**src/rtl/ex_wb_stage.sv**
```systemverilog
// Execute-to-writeback stage: 2-entry result FIFO toward the register file plus the architectural SZCV flags.
// Optional macro EX_WB_FWD_EN adds fwd_valid/fwd_addr/fwd_data, which mirror the youngest buffered entry.
module ex_wb_stage #(
    parameter int DATA_W = 16,
    parameter int ADDR_W = 3,
    parameter int DEPTH  = 2
) (
    input  logic              clk,
    input  logic              rst_n,
    input  logic              in_valid,
    output logic              in_ready,
    input  logic [DATA_W-1:0] alu_res,
    input  logic [3:0]        alu_szcv,
    input  logic [3:0]        op,
    input  logic [ADDR_W-1:0] rd,
    input  logic              wb_en,
    input  logic              set_flags,
    input  logic              sel_mem,
    input  logic [DATA_W-1:0] mem_data,
    input  logic              flush,
    output logic              out_valid,
    input  logic              out_ready,
    output logic              out_we,
    output logic [ADDR_W-1:0] out_addr,
    output logic [DATA_W-1:0] out_data,
`ifdef EX_WB_FWD_EN
    output logic              fwd_valid,
    output logic [ADDR_W-1:0] fwd_addr,
    output logic [DATA_W-1:0] fwd_data,
`endif
    output logic [3:0]        flags
);

    localparam logic [3:0] OP_CMP   = 4'b0101;
    localparam logic [1:0] LP_DEPTH = 2'(DEPTH);

    logic [1:0]        r_count;
    logic              r_head;
    logic              r_tail;
    logic              r_we   [2];
    logic [ADDR_W-1:0] r_addr [2];
    logic [DATA_W-1:0] r_data [2];
    logic [3:0]        r_flags;

    logic w_valid;
    logic w_push;
    logic w_pop;
    logic w_c_upd;

    // Valid/ready: a transfer happens on an edge where valid & ready are both high;
    // in_ready depends only on registered occupancy, never on out_ready.
    assign w_valid  = (r_count != 2'd0);
    assign in_ready = (r_count < LP_DEPTH);
    assign w_push   = in_valid & in_ready;
    assign w_pop    = w_valid & out_ready;

    // Logic ops and moves leave carry alone; arithmetic, CMP and shifts produce it.
    assign w_c_upd = op inside {4'b0000, 4'b0001, 4'b0101, 4'b1000, 4'b1001, 4'b1010, 4'b1011};

    always_ff @(posedge clk or negedge rst_n) begin
        if (!rst_n) begin
            r_count <= 2'd0;
            r_head  <= 1'b0;
            r_tail  <= 1'b0;
            r_flags <= 4'b0000;
            for (int i = 0; i < 2; i++) begin
                r_we[i]   <= 1'b0;
                r_addr[i] <= '0;
                r_data[i] <= '0;
            end
        end else begin
            // Flags commit at accept, so a push discarded by flush still updates them.
            if (w_push && set_flags) begin
                r_flags <= {alu_szcv[3], alu_szcv[2], w_c_upd ? alu_szcv[1] : r_flags[1], alu_szcv[0]};
            end
            if (flush) begin
                r_count <= 2'd0;
                r_head  <= 1'b0;
                r_tail  <= 1'b0;
            end else begin
                if (w_push) begin
                    r_we[r_tail]   <= wb_en & (op != OP_CMP);
                    r_addr[r_tail] <= rd;
                    r_data[r_tail] <= sel_mem ? mem_data : alu_res;
                    r_tail         <= ~r_tail;
                end
                if (w_pop) begin
                    r_head <= ~r_head;
                end
                case ({w_push, w_pop})
                    2'b10:   r_count <= r_count + 2'd1;
                    2'b01:   r_count <= r_count - 2'd1;
                    default: r_count <= r_count;
                endcase
            end
        end
    end

    assign out_valid = w_valid;
    assign out_we    = w_valid & r_we[r_head];
    assign out_addr  = w_valid ? r_addr[r_head] : '0;
    assign out_data  = w_valid ? r_data[r_head] : '0;
    assign flags     = r_flags;

`ifdef EX_WB_FWD_EN
    logic w_young;
    logic w_fwd;
    assign w_young   = ~r_tail;
    assign w_fwd     = w_valid & r_we[w_young];
    assign fwd_valid = w_fwd;
    assign fwd_addr  = w_fwd ? r_addr[w_young] : '0;
    assign fwd_data  = w_fwd ? r_data[w_young] : '0;
`endif

endmodule
```
**config.mk**
```make
export PLATFORM = sky130hd
export DESIGN_NAME = ex_wb_stage
export DESIGN_NICKNAME = d
export VERILOG_FILES = /design/src/rtl/ex_wb_stage.sv
export SDC_FILE = /design/constraint.sdc
export NUM_CORES = 1
export LEC_CHECK = 0
export CAP_MARGIN = 20
export CORE_MARGIN = 10
export CORE_UTILIZATION = 33
export CTS_CLUSTER_DIAMETER = 30
export DETAILED_ROUTE_END_ITERATION = 16
export PLACE_DENSITY_LB_ADDON = 0.1
export SYNTH_ARGS = -nofsm -noshare
export SYNTH_HDL_FRONTEND = slang
export SYNTH_SLANG_ARGS = --single-unit
```
**constraint.sdc**
```tcl
create_clock -name clk -period 2.35 [get_ports clk]
set_input_delay 0.3525 -clock clk [delete_from_list [all_inputs] [get_ports clk]]
set_output_delay 0.3525 -clock clk [all_outputs]
set_load 0.05 [all_outputs]
```
### Word level (Yosys, flattened, before mapping)

Index checks and enable logic that the tools add are counted.
Widths: inputs -> output; s select.

| storage, ports and cells | value |
|---|---|
| bits in registers | 48 |
| bits in latches | 0 |
| bits in writable memories | 0 |
| memory bits (read-only) | 0 |
| input port bits | 51 |
| output and inout bits | 26 |
| memories | 0 |

| cells by class | value |
|---|---|
| add/subtract/negate cells | 2 |
| multiply operators | 0 |
| divide/modulo/power cells | 0 |
| order comparisons | 4 |
| equal/unequal tests | 9 |
| shift-type cells | 0 |
| multiplexer cells | 27 |
| bitwise logic cells | 9 |
| reduce and logical (&&, ||, !) cells | 10 |

Operators by type and width:

| cell | number |
|---|---|
| $mux 16 | 6 |
| $bwmux 32 | 1 |
| $demux 16 s1 | 1 |
| $eq 4x4->1 const B | 4 |
| $mux 3 | 5 |
| $mux 1 | 8 |
| $reduce_bool 7->1 | 1 |
| $bwmux 6 | 1 |
| $reduce_bool 2->1 | 3 |
| $and 1x1->1 | 4 |
| $eq 4x1->1 const B | 1 |
| $eq 4x3->1 const B | 1 |
| $ge 2x2->1 const B | 2 |
| $logic_not 4->1 | 1 |
| $ne 4x3->1 const B | 1 |
| $not 1->2 | 2 |
| $pmux 2 s2 | 1 |
| $reduce_and 2->1 | 2 |
| $demux 3 s1 | 1 |
| $not 1->1 | 3 |
| $reduce_bool 3->1 | 1 |
| $add 2x1->2 const B | 1 |
| $bwmux 2 | 1 |
| $eq 2x1->1 const B | 1 |
| other kinds (7) | 8 |

### Depth between registers and ports, before layout

| logic depth | value |
|---|---|
| depth in word-level cells | 6 |
| depth in mapped cells | 5 |
| mapped depth without buffers | 3 |

### Worst setup path before layout

OpenSTA, ideal clock, no wires.

| timing | value |
|---|---|
| kind | reg2out |
| from | reg r_head |
| to | out out_addr[0] |
| arrival | 1.449 ns |
| path slack | 0.549 ns |
| stages on the path, launching flop included | 5 |
| cell sequence | dfrtp_1 > clkbuf_1 > buf_2 > mux2i_1 > nor2_1 |

| between the ends | value |
|---|---|
| word-level cells in the longest chain between the ends | 5 |

Ends and longest elaborated chain:

| what | RTL line | text |
|---|---|---|
| from (decl) | 38 | `logic r_head;` |
| from (signal assigned) | 88 | `r_head <= ~r_head;` |
| $not 1->2 (not written as such) | 101 | `assign out_addr = w_valid ? r_addr[r_head] : '0;` |
| $mux 3 (not written as such) (3 in series) | 101 |  |
| $mux 3 | 101 |  |
| to (decl) | 24 | `output logic [ADDR_W-1:0] out_addr,` |

Every way passes these cells. The select of a mux whose other input is x is not followed.

### Final worst setup path

| timing | value |
|---|---|
| from | reg r_count[1] |
| to | out in_ready |

| between the ends | value |
|---|---|
| word-level cells in the longest chain between the ends | 1 |

Ends and longest elaborated chain:

| what | RTL line | text |
|---|---|---|
| from (decl) | 37 | `logic [1:0] r_count;` |
| from (signal assigned) | 91 | `2'b10: r_count <= r_count + 2'd1;` |
| from (signal assigned) | 92 | `2'b01: r_count <= r_count - 2'd1;` |
| from (signal assigned) | 93 | `default: r_count <= r_count;` |
| $lt 2x2->1 | 53 | `assign in_ready = (r_count < LP_DEPTH);` |
| to (decl) | 11 | `output logic in_ready,` |

Every way passes these cells.

==> flow_metrics.tcl <==
set metrics [dict create \
    grt_max_degree 49 \
    cts_resized 0 \
    antenna_cells 0 \
    crit_chain "inv_1 -> clkdlybuf4s50_1" \
    finalClockSkew_ns 0.00527 \
    post-route-util_pct 51.1 \
    tns_ns 0 \
    power.leakage_nw 1.45 \
    fp.coreArea_mm2 0.00683 \
    antenna_found_initial 0 \
    drt-total-wl_um 5650 \
    relSlewSlack_pct 59.7 \
    period_minus_slack_ns 2.09 \
    synth-seq-cells 48 \
    netlist.area_leader.share_pct 51.4 \
    ant_nets 0 \
    cts_max_path_buffers 2 \
    cpMaxStageDelayCell "clkdlybuf4s50_1" \
    holdWs_ns 0.149 \
    dpl.cell_count 390 \
    cts_tree "built" \
    cp-start-kind "register" \
    dp_slack_ns 0.263 \
    fp.dieW_um 104 \
    final_area_mm2 0.00349 \
    vdd_drop_max_v 0.000344 \
    end_kind "output port" \
    synth_top_area_cell "dfrtp_1" \
    avgSynthCellArea_um2 10.4 \
    yosys-top-cells-area "dfrtp_1 51%, mux2i_1 16%, nor2_1 8.8%" \
    setup_slack_ns 0.260 \
    rsz0062_at_grt "false" \
    firstDrtPassIters 6 \
    final_cells 398 \
    p_total_mw 2.70 \
    gp_congestion 0.692 \
    initial_core_util_pct 34.2 \
    viasPerCell 4.55 \
    worstMarginPinSlew_ns 0.605 \
    io_pins 77 \
    fmax_mhz 479 \
    design.die.area_mm2 0.0108 \
    grt_pass1_wl_um 9350 \
    crit_required_ns 2.00 \
    portBuffers 76 \
    clk_latency_ns 0.29 \
    synthMuxAreaShare_pct 21.1 \
    synth_cell_types 23 \
    grtUsageTotal_pct 10.4 \
    cts_setup_buffers 0 \
    p_per_area_mw_per_mm2 773 \
    critical_path_class "reg -> out" \
    grt_pass1_vias 1861 \
    die_h_um 104 \
    hold_class "in -> async" \
    wire_per_inst_um 14.2 \
    final_max_slew_viol_count 0 \
    critPathMaxFanout 11 \
    drc 0 \
    dr_total_vias 1811 \
    crit_arrival_ns 1.74 \
    synth_area_mm2 0.00234 \
    fin_nets 352 \
    outcome "finished, final reports clean" \
    htree_num_levels 2 \
    slowest_delay_ns 0.81 \
    grt-ovfl-total 0 \
    place_hpwl_um 4350 \
    place_area_mm2 0.00340 \
    root_buffer "clkbuf_8" \
    synth_top_family_by_area "multiplexers" \
    numCtsBuffers 5 \
    drt_iter0_drc 75 \
    path_clk_slew_ns 0.08 \
    synth-simple-area-share_pct 12.8 \
    synth_cells 224 \
    path_buf_inv 2 \
    fp-row-count 30 \
    period_share_pct 88.9 \
    finalHoldViolations 0 \
    cts_num_sinks 48 \
    crit_family "buffers and inverters" \
    max-cap-violations 0 \
    synth_compound_area_share_pct 9.15 \
    ys_warn_count 0 \
    postCtsHoldBufs 0 \
    layout-area-overhead-vs-synth_pct 49.5 \
    ys_seq_area_share_pct 51.4 \
    setup_viol 0 \
    drive_gt1_share_pct 17.5 \
    synth_adder_area_share_pct 0 \
    synthesis.nets 275 \
    synth-xor-area-share_pct 0.749 \
]
-- synthesized netlist by cell type (all sizes together) --
| master | number |
|---|---|
| a21o | 1 |
| a21oi | 33 |
| a221oi | 1 |
| a31oi | 1 |
| buf | 12 |
| clkbuf | 3 |
| dfrtp | 48 |
| inv | 5 |
| mux2 | 10 |
| mux2i | 38 |
| nand2 | 2 |
| nand2b | 4 |
| nand3b | 2 |
| nor2 | 55 |
| nor2b | 2 |
| nor4b | 1 |
| nor4bb | 1 |
| o21ai | 3 |
| xnor2 | 1 |
| xor2 | 1 |
-- worst paths after layout --
path | start | endpoint | slack, ns | cells after the start
max | r_count[1] | in_ready | 0.26 | 2
min | rst_n | r_count[1] | 0.15 | 2
max reg2reg | r_count[1] | flags[1] | 0.69 | 3
min reg2reg | flags[3] | flags[3] | 0.51 | 1
max in group asynchronous | rst_n | r_we[0] | 1.79 | 2
min in group clk | flags[3] | flags[3] | 0.51 | 1
-- layout by cell type (no fill, tap or decap) --
cell type        netlist  routed
nand2_1                2       2
nor2_2                 0       1
inv_1                  5       5
a21oi_1               30      30
mux2_2                10      10
dfrtp_1               48      48
clkbuf_8               0       6
nor2b_1                2       2
clkbuf_1               3       2
buf_4                  1      10
mux2i_1               38      38
a21oi_2                3       3
o21ai_0                3       3
xnor2_1                1       1
nand2b_1               4       4
a221oi_1               1       1
buf_12                 0      20
nand3b_1               2       2
nor4b_4                1       1
clkdlybuf4s50_1        0      54
nor2_1                55      54
nor4bb_4               0       1
a21o_1                 1       1
xor2_1                 1       1
a31oi_1                1       1
buf_2                  8       1
-- metal layers --
metal  track usage (%)  vias up  share of wire, %
li1                  -      909                 -
met5                 0        -                 0
met4              3.28        0               1.3
met3              3.97        5               5.7
met2              15.9       53                45
met1              13.3      844                48
-- power breakdown --
part           internal [mW]  total [mW]  switching, mW
clock network          0.240       0.495          0.254
registers               1.04        1.16          0.116
logic                  0.505        1.05          0.545
total                   1.79        2.70          0.915
-- state kept, by name (all words and copies together) (netlist names) --
| signal | flops |
|---|---|
| r_tail | 1 |
| r_head | 1 |
| r_data | 32 |
| r_addr | 6 |
| r_count | 2 |
| flags | 4 |
| r_we | 2 |
-- cell type report --
class                           instances  area [um2]
Clock buffer                            8        90.1
Fill cell                             656        3340
Inverter                                5        18.8
Multi-Input combinational cell        156        1040
Sequential cell                        48        1200
Tap cell                               96         120
Timing Repair Buffer                   85        1020
-- logic make-up (layout without fill, tap and decap cells) --
| family | Yosys count | after routing |
|---|---|---|
| compound gates | 39 | 39 |
| mux | 48 | 48 |
| buf+inv | 20 | 98 |
| flops | 48 | 48 |
| simple gates | 67 | 67 |
| xor+xnor | 2 | 2 |
Power figures use the tool's default switching activity.
